### src/rtl/sar_search_if.sv
// sar_search_if: request/result bundle between sar_search and its comparator side.
// trial_eq exists only when SAR_SEARCH_EARLY_EN is defined.
interface sar_search_if #(
    parameter int W = 4
);
    logic         start;
    logic         trial_gt;
`ifdef SAR_SEARCH_EARLY_EN
    logic         trial_eq;
`endif
    logic [W-1:0] trial;
    logic         busy;
    logic         done;
    logic [W-1:0] result;

`ifdef SAR_SEARCH_EARLY_EN
    modport master (
        input  start,
        input  trial_gt,
        input  trial_eq,
        output trial,
        output busy,
        output done,
        output result
    );

    modport slave (
        output start,
        output trial_gt,
        output trial_eq,
        input  trial,
        input  busy,
        input  done,
        input  result
    );
`else
    modport master (
        input  start,
        input  trial_gt,
        output trial,
        output busy,
        output done,
        output result
    );

    modport slave (
        output start,
        output trial_gt,
        input  trial,
        input  busy,
        input  done,
        input  result
    );
`endif
endinterface

### src/rtl/sar_search.sv
// sar_search: MSB-first successive-approximation controller driving an external comparator.
// SAR_SEARCH_EARLY_EN enables trial_eq and an early exit on an exact match.
//
//   state  | meaning
//   IDLE   | waiting for start, trial/result held
//   TEST   | one trial bit resolved per cycle, busy high
//   DONE   | one-cycle done pulse, result valid
module sar_search #(
    parameter int W = 4
) (
    input  logic         clk_i,
    input  logic         reset_i,
    sar_search_if.master sar_if
);
    localparam int IW = (W > 1) ? $clog2(W) : 1;

    typedef enum logic [1:0] {
        S_IDLE = 2'd0,
        S_TEST = 2'd1,
        S_DONE = 2'd2
    } state_e;

    state_e        state_q, state_d;
    logic [W-1:0]  trial_q, trial_d;
    logic [W-1:0]  result_q, result_d;
    logic [IW-1:0] idx_q, idx_d;
    logic [W-1:0]  idx_mask;
    logic [W-1:0]  next_trial;
    logic          eq_hit;

    always_comb begin
        idx_mask   = W'(1) << idx_q;
        next_trial = sar_if.trial_gt ? (trial_q & ~idx_mask) : trial_q;
`ifdef SAR_SEARCH_EARLY_EN
        eq_hit     = sar_if.trial_eq;
`else
        eq_hit     = 1'b0;
`endif
    end

    always_comb begin
        state_d  = state_q;
        trial_d  = trial_q;
        result_d = result_q;
        idx_d    = idx_q;
        case (state_q)
            S_IDLE: begin
                if (sar_if.start) begin
                    trial_d = W'(1) << (W - 1);
                    idx_d   = IW'(W - 1);
                    state_d = S_TEST;
                end
            end
            S_TEST: begin
                // exact match outranks the greater-than answer
                if (eq_hit) begin
                    result_d = trial_q;
                    state_d  = S_DONE;
                end else if (idx_q != '0) begin
                    trial_d = next_trial | (idx_mask >> 1);
                    idx_d   = idx_q - IW'(1);
                end else begin
                    result_d = next_trial;
                    trial_d  = next_trial;
                    state_d  = S_DONE;
                end
            end
            S_DONE: begin
                state_d = S_IDLE;
            end
            default: begin
                state_d = S_IDLE;
            end
        endcase
    end

    always_ff @(posedge clk_i) begin
        if (reset_i) begin
            state_q  <= S_IDLE;
            trial_q  <= '0;
            result_q <= '0;
            idx_q    <= '0;
        end else begin
            state_q  <= state_d;
            trial_q  <= trial_d;
            result_q <= result_d;
            idx_q    <= idx_d;
        end
    end

    assign sar_if.trial  = trial_q;
    assign sar_if.busy   = (state_q == S_TEST);
    assign sar_if.done   = (state_q == S_DONE);
    assign sar_if.result = result_q;
endmodule

### src/flat_wrapper.sv
// flat-port wrapper written by rule: the top's interface ports become plain ports
module sar_search_flat 
#(
    parameter int W = 4
)
  (clk_i, reset_i, sar_if_start, sar_if_trial_gt, sar_if_trial, sar_if_busy, sar_if_done, sar_if_result);
  sar_search_if #(.W(W)) sar_if_i ();
  input  logic clk_i;
  input  logic reset_i;
  input wire logic [$bits(sar_if_i.start)-1:0] sar_if_start;
  input wire logic [$bits(sar_if_i.trial_gt)-1:0] sar_if_trial_gt;
  output wire logic [$bits(sar_if_i.trial)-1:0] sar_if_trial;
  output wire logic [$bits(sar_if_i.busy)-1:0] sar_if_busy;
  output wire logic [$bits(sar_if_i.done)-1:0] sar_if_done;
  output wire logic [$bits(sar_if_i.result)-1:0] sar_if_result;
  assign sar_if_i.start = sar_if_start;
  assign sar_if_i.trial_gt = sar_if_trial_gt;
  assign sar_if_trial = sar_if_i.trial;
  assign sar_if_busy = sar_if_i.busy;
  assign sar_if_done = sar_if_i.done;
  assign sar_if_result = sar_if_i.result;
  sar_search #(.W(W)) u_core (.clk_i(clk_i), .reset_i(reset_i), .sar_if(sar_if_i));
endmodule
### config.mk
export PLATFORM = sky130hd
export DESIGN_NAME = sar_search_flat
export DESIGN_NICKNAME = d
export VERILOG_FILES = /design/src/rtl/sar_search_if.sv /design/src/rtl/sar_search.sv /design/src/flat_wrapper.sv
export SDC_FILE = /design/constraint.sdc
export NUM_CORES = 1
export LEC_CHECK = 0
export BUFFER_PORTS_ARGS = -buffer_cell sky130_fd_sc_hd__buf_2
export CAP_MARGIN = 10
export CORE_AREA = 8 8 45 47
export DETAILED_ROUTE_END_ITERATION = 12
export DIE_AREA = 0 0 53 55
export HOLD_SLACK_MARGIN = 0.05
export MAX_ROUTING_LAYER = met4
export PLACE_DENSITY = 0.69
export SYNTH_ARGS = -nofsm -noshare
export SYNTH_HDL_FRONTEND = slang
export SYNTH_SLANG_ARGS = --single-unit
### constraint.sdc
create_clock -name clk_i -period 2.05 [get_ports clk_i]
set_input_delay 0.41 -clock clk_i [delete_from_list [all_inputs] [get_ports clk_i]]
set_output_delay 0.41 -clock clk_i [all_outputs]
set_load 0.005 [all_outputs]
# Word-level counts from Yosys, hierarchy flattened
# Index checks and enable logic that the tools add are counted.
# Widths: inputs -> output; s select.
[classes] n_addsub=1 n_eq_ne=5 shifts=1 muxes=10 bitwise_logic=4 reduce_logical=7
[op_table] cell="$mux 4" n=3
[op_table] cell="$mux 2" n=4
[op_table] cell="$pmux 2 s2" n=2
[op_table] cell="$pmux 4 s2" n=1
[op_table] cell="$reduce_and 2->1" n=3
[op_table] cell="$and 4x4->4" n=1
[op_table] cell="$ne 2x2->1 const B" n=2
[op_table] cell="$not 4->4" n=1
[op_table] cell="$or 4x3->4" n=1
[op_table] cell="$reduce_bool 2->1" n=2
[op_table] cell="$shl 1x2->4 const A" n=1
[op_table] cell="$reduce_and 3->1" n=1
[op_table] cell="$eq 2x1->1 const B" n=1
[op_table] cell="$eq 2x2->1 const B" n=1
[op_table] cell="$logic_not 2->1" n=1
[op_table] cell="$ne 2x1->1 const B" n=1
[op_table] cell="$sub 2x1->2 const B" n=1
[op_table] cell="$not 1->1" n=1
[word_totals] regBits=12 inputBits=4 output_inout_bits=10 word_cells=32

# Logic depth before layout (Yosys ltp)
[logic_depth] ltp_word=7 ltp_mapped=6 depth_no_buf=5

# Least setup slack after synthesis
# Ideal clock, no wire load.
[synth_path] path_type="register -> register" from="register u_core.idx_q[0]" to="register u_core.trial_q[0], in the netlist u_core.sar_if.trial[0]" setup_time_ns=0.134 t_arrival_ns=1.287 t_required_ns=1.916 slack_ns=0.628 stages_incl_launch_ff=7 n_path_buf=1 period_less_slack_ns=1.422 path_cell_list="dfxtp_1 -> inv_1 -> ha_1 -> buf_2 -> nor2b_1 -> o41ai_1 -> a221oi_1"
[synth_between] elab_chain_cells=7 word_cells_on_any_way=8 classes_between="shift: 1; mux: 3; bitwise: 3; reduce/logical: 1"
[synth_lines] item="start: declaration" line="sar_search.sv:26" text="logic [IW-1:0] idx_q, idx_d;"
[synth_lines] item="start signal: assignment" line="sar_search.sv:87" text="idx_q <= idx_d;"
[synth_lines] item="$shl 1x2->4" line="sar_search.sv:32" text="idx_mask = W'(1) << idx_q;"
[synth_lines] item="$not 4->4" line="sar_search.sv:33" text="next_trial = sar_if.trial_gt ? (trial_q & ~idx_mask) : trial_q;"
[synth_lines] item="$and 4x4->4" line="sar_search.sv:33"
[synth_lines] item="$mux 4" line="sar_search.sv:33"
[synth_lines] item="$or 4x3->4" line="sar_search.sv:60" text="trial_d = next_trial | (idx_mask >> 1);"
[synth_lines] item="$mux 4 *" line="sar_search.sv:59" text="end else if (idx_q != '0) begin"
[synth_lines] item="$pmux 4 s2 *" line="sar_search.sv:46" text="case (state_q)"
[synth_lines] item="end signal: assignment" line="sar_search.sv:85" text="trial_q <= trial_d;"
[synth_lines] item="end: declaration" line="sar_search.sv:24" text="logic [W-1:0] trial_q, trial_d;"
# Mark *: on every way between the ends. The rest lies on a longest branch, timed or not.
# A chain may end at the register's enable or synchronous reset.

# Worst setup path in the final report
[layout_path] from="register u_core.state_q[0]" to="output port sar_if_busy"
[layout_between] elab_chain_cells=1
[layout_lines] item="start: declaration" line="sar_search.sv:23" text="state_e state_q, state_d;"
[layout_lines] item="start signal: assignment" line="sar_search.sv:84" text="state_q <= state_d;"
[layout_lines] item="$eq 2x1->1" line="sar_search.sv:92" text="assign sar_if.busy = (state_q == S_TEST);"
[layout_lines] item="end: declaration" line="flat_wrapper.sv:13" text="output wire logic [$bits(sar_if_i.busy)-1:0] sar_if_busy;"
# Every way passes these cells.

==> flow_summary.yaml <==
timing:
  fin_skew_ps: 2.69
  final.setup.tns_ps: 0
  finalSetupViolCount: 0
  worst_pin_slew_ps: 368
  max_freq_mhz: 608
  hold_viol_final: 0
  min_period_ps: 1650
  slew_viol_final: 0
  worst_slew_margin_rel: 0.755
  rsz0062_at_grt: "no"
  period_share: 0.803
detailed_routing:
  drt_iter0_drc: 11
  dr.pass1.iters: 4
  vias: 509
  wirelength_mm: 1.28
  routed_via_density: 5.25
  drc: 0
  antenna_left: 0
  drt-wirelength-per-cell_um: 13.2
grt:
  grt_pass1_vias: 485
  gr-max-usage-layer: "met2"
  met1_usage: 0.106
  grt_use_met3: 0.0267
  antenna_found_initial: 0
  grt.overflow.total: 0
  grt_start_max_net_pins: 13
  grt_pass1_wl_mm: 2.10
  met2_usage: 0.166
  track_usage: 0.101
cells_and_area:
  layout-drive-gt1-share: 0.247
  diodes: 0
  fin_util: 0.505
  nets: 91
  syn2layout_area_growth_pct: 16.5
  final_common_cell: "buf_2"
  final_cell_mix: "buf_2, dfxtp_1, nand2_1, a21oi_1, nor2b_1"
synth:
  syn_nets: 75
  dominantRegCellSynth: "dfxtp_1"
  synth_area_um2: 599
  avgSynthCellArea_um2: 8.95
  synth.distinct_cells: 24
  synthMuxAreaShare: 0.0188
  synth_edf_count: 0
  ys_seq_elements: 12
  synthAdderAreaFrac: 0.0835
  synth_xor_area_frac: 0
  synth_top_family_by_area: "simple AND/OR/NAND/NOR gates"
  ys_seq_area_frac: 0.401
  synth_cells: 67
  yosysWarnings: 0
  async_reset_ff_frac: 0
  synth_compound_area_frac: 0.200
  synthSimpleGateAreaFrac: 0.251
floorplan:
  num_rows: 14
  core_region_area_mm2: 0.00138
  initial_core_util: 0.433
  die_y_um: 55
  die_area_mm2: 0.00292
  io-pin-count: 14
  die_w_um: 53
status:
  outcome: "completed"
critical_path:
  start_kind: "flop"
  path_max_fanout: 8
  worstSetupEndpointType: "output pin"
  cp_data_arrival_time_ps: 1240
  cp.required_ps: 1640
  critPathKind: "reg -> out"
power_and_ir_drop:
  p_per_area_mw_per_mm2: 723
  p_leak_nw: 0.313
  ir_worst_vdd_v: 0.000355
placed_design:
  hpwl_um: 925
  portBuffers: 13
  globalplace.congestion: 0.844
clock_network:
  cts_setup_buffers: 0
  cts_buffers: 3
  clk_latency_ps: 270
  clockRootBuffer: "clkbuf_4"
  clk_path_buf_depth: 2
  htree_levels: 1
  cts.clk_slew.worst_paths_ps: 70
  hold_buffers: 0
  cts_resized: 0
  clkSinkCount: 12
  tritoncts: "done"
worst_hold_path:
  holdCritPathClass: "reg -> reg"
run:
  cap_viol_max_count: 0
-- layer usage --
metal / vias up / routed length, um
met2: 12 / 624
met4: 0 / 21
met3: 4 / 77
met5: - / 0
li1: 262 / -
met1: 231 / 553
-- state kept, by name, summed over array words and instances, names as in the netlist --
register,count
u_core.sar_if.result,4
u_core.state_q,2
u_core.sar_if.trial,4
u_core.idx_q,2
-- cells in the mapped netlist, types with 2 or more instances --
cell | number | area [um2]
a21oi_1 | 7 | 35.0
dfxtp_1 | 12 | 240
nor2b_1 | 6 | 37.5
o21ai_0 | 4 | 20.0
a21boi_0 | 2 | 15.0
nand2b_1 | 2 | 12.5
nand3_1 | 2 | 10.0
inv_1 | 3 | 11.3
nand2_1 | 7 | 26.3
a221oi_1 | 3 | 26.3
ha_1 | 4 | 50.1
nor2_1 | 3 | 11.3
-- worst max-delay path, stage by stage (launching register included) --
cell,delay (ps)
dfxtp_1,500
nor2b_1,180
buf_4,170
buf_2,120
-- per-stage QoR --
stage | instance area, um2 | setup slack, ps | total power, mW | cells | hold WS (ps)
3_3_place_gp | 676 | 435 | 0.366 | 94 | 443
2_1_floorplan | 599 | 628 | 0.339 | 67 | 448
5_1_grt | 698 | 298 | 0.539 | 97 | 463
6_report | 698 | 405 | 0.505 | 97 | 448
4_1_cts | 698 | 409 | 0.514 | 97 | 450
3_5_place_dp | 676 | 417 | 0.368 | 94 | 443
-- area by class of cell --
| class | count | area (um2) |
|---|---|---|
| Clock buffer | 3 | 22.5 |
| Fill cell | 137 | 686 |
| Inverter | 3 | 11.3 |
| Multi-Input combinational cell | 49 | 332 |
| Sequential cell | 12 | 240 |
| Tap cell | 16 | 20.0 |
| Timing Repair Buffer | 14 | 72.6 |
-- worst paths after layout --
| path | start | to | slack [ps] | depth (start not counted) |
|---|---|---|---|---|
| min | u_core.sar_if.result[0] | u_core.sar_if.result[0] | 450 | 2 |
| min reg2reg | u_core.sar_if.result[0] | u_core.sar_if.result[0] | 450 | 2 |
| max | u_core.state_q[0] | sar_if_busy | 400 | 3 |
| max reg2reg | u_core.idx_q[0] | u_core.idx_q[1] | 410 | 5 |
-- power by group --
group	internal [mW]	leakage, nW	switching (mW)	total [mW]
clock network	0.0680	0.0138	0.0736	0.142
registers	0.246	0.0980	0.0177	0.264
logic	0.0457	0.201	0.0537	0.0994
-- logic make-up after synthesis --
logic type / Yosys count
DFF: 12
AOI/OAI and AO/OA: 19
muxes: 1
adders and majority gates: 4
and+or+nand+nor: 25
buffers and inverters: 6
Note: power is estimated with default switching activity, not from simulation.
